==> config.mk <==
export PLATFORM = sky130hd
export DESIGN_NAME = vga_tx_queue
export DESIGN_NICKNAME = d
export VERILOG_FILES = /design/src/rtl/vga_tx_queue_pkg.sv /design/src/rtl/vga_tx_queue_fifo.sv /design/src/rtl/vga_tx_queue.sv
export SDC_FILE = /design/constraint.sdc
export NUM_CORES = 1
export LEC_CHECK = 0
export CAP_MARGIN = 10
export CORE_ASPECT_RATIO = 2
export CORE_MARGIN = 3
export CORE_UTILIZATION = 40
export CTS_BUF_LIST = sky130_fd_sc_hd__clkbuf_4
export DETAILED_ROUTE_END_ITERATION = 8
export SLEW_MARGIN = 20
export SYNTH_ARGS = -nofsm -noshare
export SYNTH_HDL_FRONTEND = slang
export SYNTH_SLANG_ARGS = --single-unit
==> constraint.sdc <==
create_clock -name clk -period 4.7 [get_ports clk]
set_input_delay 1.175 -clock clk [delete_from_list [all_inputs] [get_ports clk]]
set_output_delay 1.175 -clock clk [all_outputs]
set_load 0.05 [all_outputs]
==> src/rtl/vga_tx_queue_pkg.sv <==
// vga_tx_queue_pkg: shared reset polarity, character codes, timing defaults and FSM states
package vga_tx_queue_pkg;
  localparam logic RstnEnable = 1'b0;
  localparam logic [7:0] CHAR_LF = 8'h0A;
  localparam logic [7:0] CHAR_CR = 8'h0D;
  localparam logic [7:0] CHAR_BS = 8'h08;
  localparam int HOLD = 4;
  localparam int GAP = 4;
  localparam int NL_GAP = 72;
  typedef enum logic [1:0] {ST_IDLE, ST_PULSE, ST_GAP} state_t;
endpackage

==> src/rtl/vga_tx_queue_fifo.sv <==
// sync_fifo: single-clock FIFO with registered count/full and same-cycle push-while-full-and-pop
module sync_fifo
  import vga_tx_queue_pkg::*;
#(
  parameter int WIDTH = 8,
  parameter int DEPTH = 16
) (
  input  logic                     clk,
  input  logic                     rst,
  input  logic                     i_push,
  input  logic                     i_pop,
  input  logic [WIDTH-1:0]         i_data,
  output logic [WIDTH-1:0]         o_data,
  output logic [$clog2(DEPTH):0]   o_count,
  output logic [$clog2(DEPTH):0]   o_count_n,
  output logic                     o_full,
  output logic                     o_drop
);
  localparam int AW = $clog2(DEPTH);
  logic [WIDTH-1:0] r_mem [DEPTH];
  logic [AW-1:0] r_wr, r_rd;
  logic [AW:0] r_count, w_count_n;
  logic r_full, w_push, w_pop;
  always_comb begin
    w_pop = i_pop && (r_count != '0);
    w_push = i_push && (!r_full || w_pop);
    w_count_n = r_count + (AW+1)'(w_push) - (AW+1)'(w_pop);
  end
  always_ff @(posedge clk) begin
    if (rst == RstnEnable) begin
      r_wr <= '0;
      r_rd <= '0;
      r_count <= '0;
      r_full <= 1'b0;
    end else begin
      if (w_push) r_wr <= r_wr + 1'b1;
      if (w_pop) r_rd <= r_rd + 1'b1;
      r_count <= w_count_n;
      r_full <= (w_count_n == (AW+1)'(DEPTH));
    end
  end
  always_ff @(posedge clk) begin
    if (w_push) r_mem[r_wr] <= i_data;
  end
  assign o_data = r_mem[r_rd];
  assign o_count = r_count;
  assign o_count_n = w_count_n;
  assign o_full = r_full;
  assign o_drop = i_push && !w_push;
endmodule

==> src/rtl/vga_tx_queue.sv <==
// vga_tx_queue: buffers CPU bytes and paces them to the VGA terminal as writeBusy_o-framed characters
module vga_tx_queue
  import vga_tx_queue_pkg::*;
#(
  parameter int DEPTH = 16,
  parameter int HOLD_CYCLES = HOLD,
  parameter int GAP_CYCLES = GAP,
  parameter int NL_GAP_CYCLES = NL_GAP
) (
  input  logic                   clk,
  input  logic                   rst,
  input  logic                   we_i,
  input  logic [7:0]             data_i,
  output logic                   full_o,
  output logic                   empty_o,
  output logic [$clog2(DEPTH):0] count_o,
  output logic                   overflow_o,
  input  logic                   clr_ovf_i,
  output logic [7:0]             current_o,
  output logic                   writeBusy_o
);
  localparam int CW = $clog2(DEPTH) + 1;
  state_t r_state, w_state_n;
  logic [6:0] r_timer, w_timer_n;
  logic [7:0] r_cur, w_cur_n, w_head;
  logic r_busy, w_busy_n, r_ovf, r_empty, w_pop, w_drop;
  logic [CW-1:0] w_count, w_count_n;
  sync_fifo #(.WIDTH(8), .DEPTH(DEPTH)) u_fifo (
    .clk      (clk),
    .rst      (rst),
    .i_push   (we_i),
    .i_pop    (w_pop),
    .i_data   (data_i),
    .o_data   (w_head),
    .o_count  (w_count),
    .o_count_n(w_count_n),
    .o_full   (full_o),
    .o_drop   (w_drop)
  );
  always_comb begin
    w_state_n = r_state;
    w_timer_n = r_timer;
    w_cur_n = r_cur;
    w_busy_n = r_busy;
    w_pop = 1'b0;
    case (r_state)
      ST_IDLE: if (w_count != '0) begin
        w_pop = 1'b1;
        if (w_head != CHAR_CR) begin
          w_cur_n = w_head;
          w_busy_n = 1'b1;
          w_timer_n = 7'(HOLD_CYCLES - 1);
          w_state_n = ST_PULSE;
        end
      end
      ST_PULSE: if (r_timer != '0) w_timer_n = r_timer - 7'd1;
      else begin
        w_busy_n = 1'b0;
        w_timer_n = (r_cur == CHAR_LF) ? 7'(NL_GAP_CYCLES - 1) : 7'(GAP_CYCLES - 1);
        w_state_n = ST_GAP;
      end
      // leave as the count reaches zero so the next pop lands exactly GAP cycles after the fall
      ST_GAP: begin
        w_timer_n = (r_timer <= 7'd1) ? 7'd0 : r_timer - 7'd1;
        w_state_n = (r_timer <= 7'd1) ? ST_IDLE : ST_GAP;
      end
      default: w_state_n = ST_IDLE;
    endcase
  end
  always_ff @(posedge clk) begin
    if (rst == RstnEnable) begin
      r_state <= ST_IDLE;
      r_timer <= '0;
      r_cur <= 8'h00;
      r_busy <= 1'b0;
      r_ovf <= 1'b0;
      r_empty <= 1'b1;
    end else begin
      r_state <= w_state_n;
      r_timer <= w_timer_n;
      r_cur <= w_cur_n;
      r_busy <= w_busy_n;
      r_ovf <= w_drop ? 1'b1 : (clr_ovf_i ? 1'b0 : r_ovf);
      r_empty <= (w_count_n == '0) && (w_state_n == ST_IDLE);
    end
  end
  assign empty_o = r_empty;
  assign count_o = w_count;
  assign overflow_o = r_ovf;
  assign current_o = r_cur;
  assign writeBusy_o = r_busy;
endmodule
==> summary.txt, run 1 <==
Timing
  • Smallest hold slack: about 0.49 ns
  • Final setup violation count: 0
  • Final worst-path setup slack: roughly 1.1 ns
  • Max Transition Viols Final: 0
  • Layout Skew: 0.02617 ns
  • Period utilisation layout: roughly three quarters
  • Actual slew at the worst max-slew pin: between 1 and 1.5 ns
  • Time the final worst path needs with I/O delays and setup: between 3 and 4 ns
  • Setup repair after global routing missed its margin: no
  • Top achievable clock speed: between 200 and 300 MHz
  • Setup TNS: 0 ns
  • Number of endpoints with negative hold slack in the final report: 0
  • Slew margin rel.: about a third

Critical path
  • Maximum net fanout on the critical path: 6
  • Startpoint type of the worst setup path: register
  • Worst Setup End Kind: register
  • WP data required: about 5.2 ns
  • CP Cell Sequence: inv_1, ha_1, nor4b_1, nand2b_1, inv_1, ha_1, inv_1, ha_1, fa_1, xor2_1, nor3_1, nand2_1, o31a_1, a21oi_2
  • Crit path largest cell delay: around 0.63 ns
  • Setup Crit Path Kind: register to register
  • Slowest CP cell: nor4b_1
  • Arrival time reported for the critical path endpoint: ~4.1 ns

Layout
  • Share of layout cells above drive strength 1: a little over an eighth
  • Total number of nets in the final design: between 500 and 600
  • Area growth from synthesis to layout: 10.45%
  • Post-route non-filler standard cell count: 730

Global route
  • Via count of the first global-routing pass: ~4200
  • Total routing usage reported by global routing: 15.87%
  • Initial antenna violation count: 1
  • Global-route wire length before repair: 23080 um
  • Maximum number of pins on one net before global-route repair: 34
  • Global route total overflow: 0

Synthesis
  • Synthesis Warnings: 0
  • Share of flip-flops with an asynchronous set or reset after synthesis: 0%
  • Avg Inst Size Synth: between 15 and 20 um^2
  • Area of the mapped netlist: approximately 7100 um^2
  • Number of distinct library cell variants in the gate-level netlist after synthesis: 55
  • Flop and latch count out of synthesis: between 150 and 200
  • Number of nets in the synthesized netlist: between 400 and 500
  • Most instantiated flip-flop cell in the synthesis netlist: edfxtp_1
  • Fraction of the yosys area taken by sequential cells: 64.87%
  • Number of synthesized flops with an enable pin: 128
  • Cell count after synthesis: between 400 and 500

Clocking
  • Worst skew pair latency: ~0.53 ns
  • Clock transition at the register clock pins on the worst setup and hold paths after CTS: between 0.1 and 0.15 ns
  • CTS tree: yes
  • Post-CTS setup buffer count: 0
  • CTS buffer count: 17
  • Number of buffers between clock root and the deepest sink: 2
  • CTS root buffer: clkbuf_4
  • Sinks on Clock Net: 166
  • Number of buffers added to fix hold violations after cts: 0
  • H-tree levels: 4
  • Cts repair resizes: 0

Die
  • Chip Width: about 100 um
  • Total I/O pin count: 29
  • Die Outline Area: 19480 um^2
  • Standard cell core area: approximately 17000 um^2
  • Cell row count: a little under 70
  • Initial Utilization: between 40% and 50%
  • Vertical die dimension: approximately 190 um

Status
  • Status: finished, final reports clean

Placement
  • Number of instances in the placed design: around 700
  • Gp weighted congestion: roughly 0.86
  • Placed wire-length estimate after detailed placement: roughly 11000 um
  • IO buf count: 28
  • Setup slack after placement: roughly 0.8 ns

Routing
  • Violation count after the first detailed-routing iteration: 187
  • Final routed wirelength across all metal layers: around 15000 um
  • Post-detailed-route wirelength per cell: ~20 um
  • Via count: between 3000 and 4000
  • Count of antenna-violating nets left after detailed routing: 0
  • DR pass1 iterations: 4
  • Number of remaining DRC errors: 0
  • Average via count per standard cell: 5.405

Power and ir drop
  • Static Leak: between 2 and 3 nW
  • Worst IR drop on VDD: 0.2158 mV
  • Power density over the cells: ~520 nW/um^2

Run
  • Max-cap check violation count: 0

Hold path
  • HP Class: register to register
## worst max-delay path: cells and delay by family, from the launching register on
family | cells | cell delay [ns]
AOI/OAI and AO/OA | 2 | 0.38
xor gates and xnor gates | 1 | 0.17
adders and majority gates | 4 | 1.06
buffers and inverters | 3 | 0.29
DFF | 1 | 0.35
and+or+nand+nor | 4 | 1.28
## where the power goes
group / internal (mW) / total, mW / switching, mW
clock: 0.303 / 0.755 / 0.452
combinational: 0.614 / 1.48 / 0.867
sequential: 1.70 / 1.86 / 0.158
## cells by family after synthesis
logic type	Yosys count	share of synthesized area, %
DFF	166	64.87
and+or+nand+nor	124	9.307
xor gates and xnor gates	12	1.481
adders and majority gates	19	3.455
AOI/OAI and AO/OA	60	5.994
muxes	45	11.85
buffers and inverters	42	3.049
## cell type report
| class | instances | area (um^2) |
|---|---|---|
| tap | 210 | 262.8 |
| sequential | 166 | 4606 |
| inverter | 25 | 93.84 |
| multi-input combinational | 260 | 2277 |
| fill | 1563 | 9517 |
| clock buffer | 24 | 180.2 |
| clock inverter | 8 | 77.57 |
| antenna | 1 | 2.502 |
| timing repair buffer | 36 | 340.3 |
## cells in the mapped netlist (2+ instances only)
cell type / n / share of area, %
edfxtp_1: 128 / 54
dfxtp_1: 38 / 11
nand2_1: 35 / 1.9
inv_1: 24 / 1.3
and2_1: 22 / 1.9
nand3_1: 20 / 1.4
ha_1: 18 / 3.2
mux2i_1: 18 / 2.5
nor2_1: 15 / 0.79
mux4_1: 14 / 5.2
o21ai_0: 14 / 0.99
mux4_2: 13 / 4.1
xnor2_1: 10 / 1.2
clkbuf_1: 9 / 0.48
a21oi_1: 8 / 0.56
nor2b_1: 7 / 0.62
a221oi_1: 6 / 0.74
a22oi_1: 6 / 0.63
nor3_1: 6 / 0.42
a31o_2: 5 / 0.62
nand4_1: 4 / 0.35
buf_2: 3 / 0.21
buf_6: 3 / 0.48
o21bai_1: 3 / 0.32
o31ai_1: 3 / 0.32
a21oi_2: 2 / 0.25
buf_12: 2 / 0.56
nand3_2: 2 / 0.28
nor3b_1: 2 / 0.21
nor4b_1: 2 / 0.25
xor2_1: 2 / 0.25
## sequential cells by signal (all words and copies together), names as in the netlist, named ones only
name / cells
u_fifo.r_rd: 4
u_fifo.o_count: 5
empty_o: 1
current_o: 8
u_fifo.r_mem: 128
u_fifo.o_full: 1
r_timer: 7
r_state: 2
u_fifo.r_wr: 4
writeBusy_o: 1
overflow_o: 1
## path summary, 6_finish.rpt
kind / end / startpoint / slack [ns] / depth (start not counted)
setup / recovery: empty_o$_SDFF_PN1_ / u_fifo.o_count[2]$_SDFF_PN0_ / 1.11 / 14
hold / removal: current_o[0]$_SDFFE_PN0P_ / current_o[0]$_SDFFE_PN0P_ / 0.49 / 2
setup reg to reg: empty_o$_SDFF_PN1_ / u_fifo.o_count[2]$_SDFF_PN0_ / 1.11 / 14
hold reg to reg: current_o[0]$_SDFFE_PN0P_ / current_o[0]$_SDFFE_PN0P_ / 0.49 / 2
## per-stage QoR
step / utilization [%] / total power [mW] / cell area (um^2)
floorplan: - / 3.009 / 7098
global placement: 43.67 / 3.353 / 7580
detailed placement: 43.67 / 3.389 / 7580
CTS: 45.16 / 4.147 / 7838
global route: 45.17 / 4.369 / 7840
finish: 45.17 / 4.094 / 7840
## cells in the final DEF, fill, tap and decap left out, types with 4 or more instances in the layout
| cell | instances |
|---|---|
| mux4_2 | 13 |
| nor2b_1 | 7 |
| a31o_2 | 5 |
| clkdlybuf4s50_1 | 28 |
| mux2i_1 | 18 |
| edfxtp_1 | 128 |
| nor2_1 | 15 |
| inv_1 | 24 |
| o21ai_0 | 14 |
| nand3_1 | 20 |
| a21oi_1 | 8 |
| a221oi_1 | 6 |
| and2_1 | 22 |
| ha_1 | 18 |
| nand2_1 | 35 |
| clkbuf_4 | 24 |
| xnor2_1 | 10 |
| nor3_1 | 6 |
| buf_4 | 8 |
| a22oi_1 | 6 |
| mux4_1 | 14 |
| nand4_1 | 4 |
| dfxtp_1 | 37 |
## layer usage
layer  GRT usage [%]  share of wire [%]  vias up
met1           16.25                 36     1964
li1                -                  -     1871
met2           29.86                 59       90
met4           7.296                2.4        0
met3           3.197                2.9       21
met5               0                  0        -
(Power assumes the default switching activity.)
==> run 2: changes to the inputs <==
clock period = 3.3 ns   (was 4.7 ns; I/O delays follow)
==> run 2 against run 1 <==
Register-to-register slack lost 0.72 ns. Die area is the same. Core utilization grew 1.8 points. Count of clock-buffer cells in the layout shrank 6. Design area grew 4.0%. Power grew 59%. Routed wire length grew 3.6%. Largest cell class unchanged.
==> summary.txt, run 2 (synthesis results as in run 1) <==
Layout
  • Area growth from synthesis to layout: 14.91%
  • # fillers: between 1500 and 2000
  • Post-route non-filler standard cell count: approximately 750
  • Commonest non-fill, non-tap cell in the layout: edfxtp_1
  • Number of flip-flops in the largest register: roughly 130
  • Total number of nets in the final design: roughly 550
  • Most frequent cells in the layout: edfxtp_1, dfxtp_1, nand2_1, clkdlybuf4s50_1, inv_1
  • Share of layout cells above drive strength 1: between 15 and 20%
  • Reg with most FFs: u_fifo.r_mem
  • Final std cell area, no fill: ~8200 um^2

Routing
  • Average via count per standard cell: around 5.4
  • Final routed wirelength across all metal layers: 15230 um
  • Post-detailed-route wirelength per cell: 20.44 um
  • Violation count after the first detailed-routing iteration: between 200 and 250
  • Count of antenna-violating nets left after detailed routing: 0
  • Number of remaining DRC errors: 0
  • Via count: around 4000
  • DR pass1 iterations: 6

Timing
  • Layout Skew: 0.02127 ns
  • Top achievable clock speed: between 300 and 400 MHz
  • Time the final worst path needs with I/O delays and setup: 2.910 ns
  • Setup repair after global routing missed its margin: no
  • Actual slew at the worst max-slew pin: ~0.81 ns
  • Number of endpoints with negative hold slack in the final report: 0
  • Max Transition Viols Final: 0
  • Final setup violation count: 0
  • Period utilisation layout: just under 90%
  • Smallest hold slack: a little under 0.5 ns
  • Slew margin rel.: roughly 46%
  • Setup TNS: 0 ns

Placement
  • IO buf count: 28
  • Number of instances in the placed design: ~710
  • Cell area reported after detailed placement: a little under 8000 um^2
  • Placed wire-length estimate after detailed placement: ~11000 um
  • Gp weighted congestion: 0.9075

Critical path
  • Arrival time reported for the critical path endpoint: 3.40 ns
  • CP Cell Sequence: inv_1, ha_1, nor4b_2, nand2b_1, inv_1, ha_1, inv_1, ha_1, fa_1, xor2_1, nor3_1, nand2_1, o31a_1, a21oi_2
  • Worst flop-to-flop path startpoint: u_fifo.o_count[2]$_SDFF_PN0_
  • Crit path buf inv count: 3
  • Crit path largest cell delay: 0.41 ns
  • Top cell family by delay on the critical path: adder cells
  • Worst Setup End Kind: register
  • Startpoint type of the worst setup path: register
  • Setup Crit Path Kind: register to register
  • Maximum net fanout on the critical path: 6
  • Terminus of the critical flop-to-flop path: empty_o$_SDFF_PN1_
  • Minimum setup slack among reg-to-reg paths: slightly below 0.4 ns
  • WP data required: approximately 3.8 ns
  • Slowest CP cell: fa_1
  • Number of cells on the worst reg-to-reg path: 14

Run
  • Max-cap check violation count: 0

Clocking
  • H-tree levels: 4
  • Clock transition at the register clock pins on the worst setup and hold paths after CTS: between 0.1 and 0.15 ns
  • CTS root buffer: clkbuf_4
  • Sinks on Clock Net: between 150 and 200
  • CTS tree: yes
  • Number of buffers between clock root and the deepest sink: 2
  • CTS buffer count: 17
  • Worst skew pair latency: roughly 0.55 ns

Status
  • Status: finished, final reports clean

Die
  • Initial Utilization: roughly two fifths
  • Cell row count: roughly 70
  • Chip Width: roughly 100 um
  • Die Outline Area: approximately 20000 um^2
  • Vertical die dimension: 194.4 um
  • Total I/O pin count: 29
  • Standard cell core area: 17360 um^2

Global route
  • Total routing usage reported by global routing: between 10% and 20%
  • Initial antenna violation count: 1
  • Global-route wire length before repair: between 20000 and 25000 um
  • Maximum number of pins on one net before global-route repair: 23
  • Global route total overflow: 0
  • Via count of the first global-routing pass: 4295

Power and ir drop
  • Static Leak: around 2.8 nW
  • Power density over the cells: 796.5 nW/um^2
  • Worst IR drop on VDD: between 0.3 and 0.4 mV

Hold path
  • Startpoint of the lowest-slack hold path: current_o[0]$_SDFFE_PN0P_
  • HP Class: register to register
  • Number of cells on the worst hold path: 2
  • Endpoint of the worst hold path: current_o[0]$_SDFFE_PN0P_
==> run 2: worst min-delay path, stage by stage (launching register included) <==
cell and delay, ns:
dfxtp_1 0.34, inv_1 0.07, a21oi_1 0.05
==> run 2: final cells by class <==
type	count	area, um^2	share of cell area [%]
inverter	25	93.84	1.150
sequential	166	4606	56.47
clock inverter	13	300.3	3.682
multi-input combinational	260	2283	28.00
tap	210	262.8	3.221
antenna	1	2.502	0.03068
clock buffer	18	135.1	1.657
timing repair buffer	52	473.0	5.798
==> run 2: through the flow <==
stage	setup WS, ns	util (%)	power (mW)
after floorplan	0.04571	-	4.286
after global placement	0.3111	44.43	4.840
after detailed placement	0.2471	44.43	4.883
after CTS	0.2031	46.94	6.552
after global routing	0.05822	46.99	6.866
final	0.3897	46.99	6.497
==> run 2: report_power, final <==
group	switching, mW	leakage (nW)	internal (mW)
combinational	1.31	1.14	0.926
sequential	0.169	1.47	2.42
clock	0.688	0.223	0.988
==> run 2: routing by layer <==
layer | global-route usage, % | wire length, um | up-vias
li1 | - | - | 1899
met1 | 17.36 | 5394 | 1986
met2 | 31.22 | 8918 | 94
met3 | 3.269 | 434 | 27
met4 | 7.046 | 478 | 0
met5 | 0 | 0 | -
==> run 2: timing repair <==
| item | in CTS | in global routing |
|---|---|---|
| endpoints found under the setup margin | 0 | 1 |
| gates resized for setup | 0 | 1 |
| setup buffers | 0 | 0 |
| hold buffers | 0 | 0 |
==> run 2: worst max-delay path by stage <==
| stage | from | to | slack, ns | cells after the start |
|---|---|---|---|---|
| finish | u_fifo.o_count[2]$_SDFF_PN0_ | empty_o$_SDFF_PN1_ | 0.39 | 14 |
| global route | u_fifo.o_count[2]$_SDFF_PN0_ | empty_o$_SDFF_PN1_ | 0.06 | 14 |
| CTS | u_fifo.o_count[3]$_SDFF_PN0_ | empty_o$_SDFF_PN1_ | 0.20 | 14 |
| detailed placement | u_fifo.o_count[3]$_SDFF_PN0_ | empty_o$_SDFF_PN1_ | 0.25 | 14 |
| global placement | u_fifo.o_count[3]$_SDFF_PN0_ | empty_o$_SDFF_PN1_ | 0.31 | 14 |
| floorplan | u_fifo.o_count[2]$_SDFF_PN0_ | empty_o$_SDFF_PN1_ | 0.05 | 12 |
==> run 3: changes to the inputs <==
ABC_AREA = 1   (was unset)
==> run 3 against run 2 <==
Design area up 1.6%. Register-to-register slack about the same. Combinational power up 31%. Sequential share of layout area down 0.90 points. Clock skew down 0.0032 ns. Power up 4.5%. Clock power down 23%. Synthesized cell count up 64%. Cell count up 39%. First-iteration DRC count up 36%. Hold slack worse by 0.015 ns. Largest power group is now combinational cells.
==> summary.txt, run 3 <==
Clocking
  • Number of buffers between clock root and the deepest sink: 2
  • Post-CTS setup buffer count: 0
  • CTS buffer count: 17
  • Sinks on Clock Net: roughly 170
  • Number of buffers added to fix hold violations after cts: 0
  • CTS tree: yes
  • H-tree levels: 4
  • Worst skew pair latency: 0.54 ns
  • CTS root buffer: clkbuf_4
  • Cts repair resizes: 0
  • Clock transition at the register clock pins on the worst setup and hold paths after CTS: 0.13 ns

Critical path
  • Worst Setup End Kind: register
  • Critical Path Most Common Cell: ha_1
  • Arrival time reported for the critical path endpoint: 3.35 ns
  • Setup Crit Path Kind: register to register
  • Startpoint type of the worst setup path: register
  • Slowest CP cell: dfxtp_1
  • Worst flop-to-flop path startpoint: r_state[1]$_SDFF_PN0_
  • WP data required: around 3.8 ns
  • Setup crit start: r_state[1]$_SDFF_PN0_
  • Top cell family by delay on the critical path: adder cells
  • Crit path largest cell delay: roughly 0.43 ns
  • Crit path buf inv count: 3
  • Maximum net fanout on the critical path: 7
  • CP Cell Sequence: inv_1, ha_1, nand2_1, clkinv_1, ha_1, inv_1, ha_1, fa_1, a21oi_1, nor2_1, nor2_1, xor2_1, o21ai_0, nand2_1, a21oi_1

Timing
  • Time the final worst path needs with I/O delays and setup: slightly below 3 ns
  • Setup TNS: 0 ns
  • Actual slew at the worst max-slew pin: 0.9179 ns
  • Period utilisation layout: 87.96%
  • Setup repair after global routing missed its margin: no
  • Top achievable clock speed: 344.5 MHz
  • Number of endpoints with negative hold slack in the final report: 0
  • Max Transition Viols Final: 0
  • Final setup violation count: 0
  • Slew margin rel.: around two fifths
  • Smallest hold slack: approximately 0.47 ns
  • Layout Skew: between 0.015 and 0.02 ns

Synthesis
  • Cell count after synthesis: between 700 and 800
  • Area fraction in and, or, nand and nor cells after synthesis: between 20% and 30%
  • Number of synthesized flops with an enable pin: 128
  • Main combinational cell family by area after synthesis: simple AND/OR/NAND/NOR gates
  • Synthesis Warnings: 0
  • Area share of fa/ha/maj cells after synthesis: under 10%
  • Multiplexer area fraction after synthesis: 0%
  • Most numerous cell in the Yosys netlist: nand2_1
  • Avg Inst Size Synth: slightly below 10 um^2
  • Xor/xnor cell area share of the yosys netlist: 0.8306%
  • Fraction of the yosys area taken by sequential cells: between 60% and 70%
  • Share of flip-flops with an asynchronous set or reset after synthesis: 0%
  • Top cells by area in the synthesized netlist: edfxtp_1, nand2_1, dfxtp_1, nand3_1, inv_1
  • Area of the mapped netlist: approximately 7400 um^2
  • Number of nets in the synthesized netlist: between 700 and 800
  • Ranking of synthesized cells by instance count: nand2_1, edfxtp_1, inv_1, nand3_1, nor2_1
  • Number of distinct library cell variants in the gate-level netlist after synthesis: 28
  • Compound-gate portion of the synthesized area: 5.086%
  • Fraction of synthesized cell area taken by the top area cell type: a little over half
  • Flop and latch count out of synthesis: between 150 and 200
  • Most instantiated flip-flop cell in the synthesis netlist: edfxtp_1
  • Synth area leader: edfxtp_1

Routing
  • Final routed wirelength across all metal layers: around 19000 um
  • Number of remaining DRC errors: 0
  • Violation count after the first detailed-routing iteration: between 300 and 400
  • Post-detailed-route wirelength per cell: about 18 um
  • DR pass1 iterations: 5
  • Via count: roughly 5300
  • Count of antenna-violating nets left after detailed routing: 0
  • Average via count per standard cell: roughly 5

Layout
  • Area growth from synthesis to layout: 12.31%
  • Total number of nets in the final design: roughly 840
  • Most frequent cells in the layout: nand2_1, edfxtp_1, inv_1, nand3_1, nor2_1
  • Share of layout cells above drive strength 1: between 6 and 7%
  • Final std cell area, no fill: slightly above 8000 um^2
  • Reg with most FFs: u_fifo.r_mem
  • Number of flip-flops in the largest register: 128
  • Commonest non-fill, non-tap cell in the layout: nand2_1
  • Final core area utilization: 46.16%

Status
  • Status: finished, final reports clean

Die
  • Chip Width: about 100 um
  • Standard cell core area: between 15000 and 20000 um^2
  • Die Outline Area: around 20000 um^2
  • Initial Utilization: slightly above 40%
  • Cell row count: 69
  • Total I/O pin count: 29
  • Vertical die dimension: 198.1 um

Global route
  • Via count of the first global-routing pass: roughly 5300
  • Initial antenna violation count: 1
  • Total routing usage reported by global routing: between 10% and 20%
  • Global-route wire length before repair: between 20000 and 30000 um
  • Global route total overflow: 0
  • Maximum number of pins on one net before global-route repair: 76

Power and ir drop
  • Power density over the cells: around 820 nW/um^2
  • Static Leak: about 3.4 nW
  • Worst IR drop on VDD: approximately 0.68 mV

Placement
  • Placed wire-length estimate after detailed placement: around 13000 um
  • Cell area reported after detailed placement: ~8000 um^2
  • Gp weighted congestion: just under 0.9
  • IO buf count: 28

Hold path
  • HP Class: register to register
  • Startpoint of the lowest-slack hold path: overflow_o$_SDFFE_PN0P_

Run
  • Max-cap check violation count: 0
## run 3: cell types whose count changed after synthesis, sizes merged, moves of 14 or more
cell	delta
nand2	+169
inv	+84
nand3	+64
nor2	+61
mux4	-27
and2	-22
mux2i	-18
buf	+15
o21ai	+14
## run 3: cell families (layout without fill, tap and decap cells)
group,after synthesis,in the layout
simple gates,374,374
flops,166,166
buf+inv,135,190
compound gates,67,67
fa+ha+maj,19,19
xor+xnor,7,7
other cells,0,1
## run 3: metal layers
layer | GRT usage, % | up-vias | part of all wire, %
li1 | - | 2600 | -
met1 | 18.59 | 2472 | 35
met2 | 38.21 | 142 | 58
met3 | 3.244 | 46 | 2.5
met4 | 9.343 | 0 | 5.1
met5 | 0 | - | 0
## run 3: final cells by class
cell class | instances | area [um^2]
fill | 1765 | 9668
sequential | 166 | 4606
multi-input combinational | 467 | 2211
timing repair buffer | 49 | 475.5
inverter | 109 | 409.1
tap | 213 | 266.5
clock inverter | 14 | 183.9
clock buffer | 18 | 135.1
antenna | 1 | 2.502
## run 3: report_power, final
group	internal [mW]	switching, mW	total [mW]
Clock	0.604	0.685	1.29
Sequential	2.45	0.134	2.58
Combinational	0.921	1.99	2.92
Total	3.97	2.81	6.79
## run 3: final timing paths
| check | end | slack, ns | cells after the start |
|---|---|---|---|
| hold / removal | overflow_o$_SDFFE_PN0P_ | 0.47 | 2 |
| setup / recovery | empty_o$_SDFF_PN1_ | 0.40 | 15 |
| setup reg to reg | empty_o$_SDFF_PN1_ | 0.40 | 15 |
| hold reg to reg | overflow_o$_SDFFE_PN0P_ | 0.47 | 2 |
## run 3: stage by stage
step	power, mW	instances	setup slack (ns)
finish	6.788	1037	0.3974
floorplan	4.655	768	0.4429
detailed placement	5.553	1004	0.2194
global route	7.279	1037	0.06072
global placement	5.531	1004	0.2427
CTS	6.851	1036	0.4153
## run 3: worst min-delay path, stage by stage, from the launching register on
cell	delay, ns
dfxtp_1	0.33
nand2_1	0.06
a21oi_1	0.05
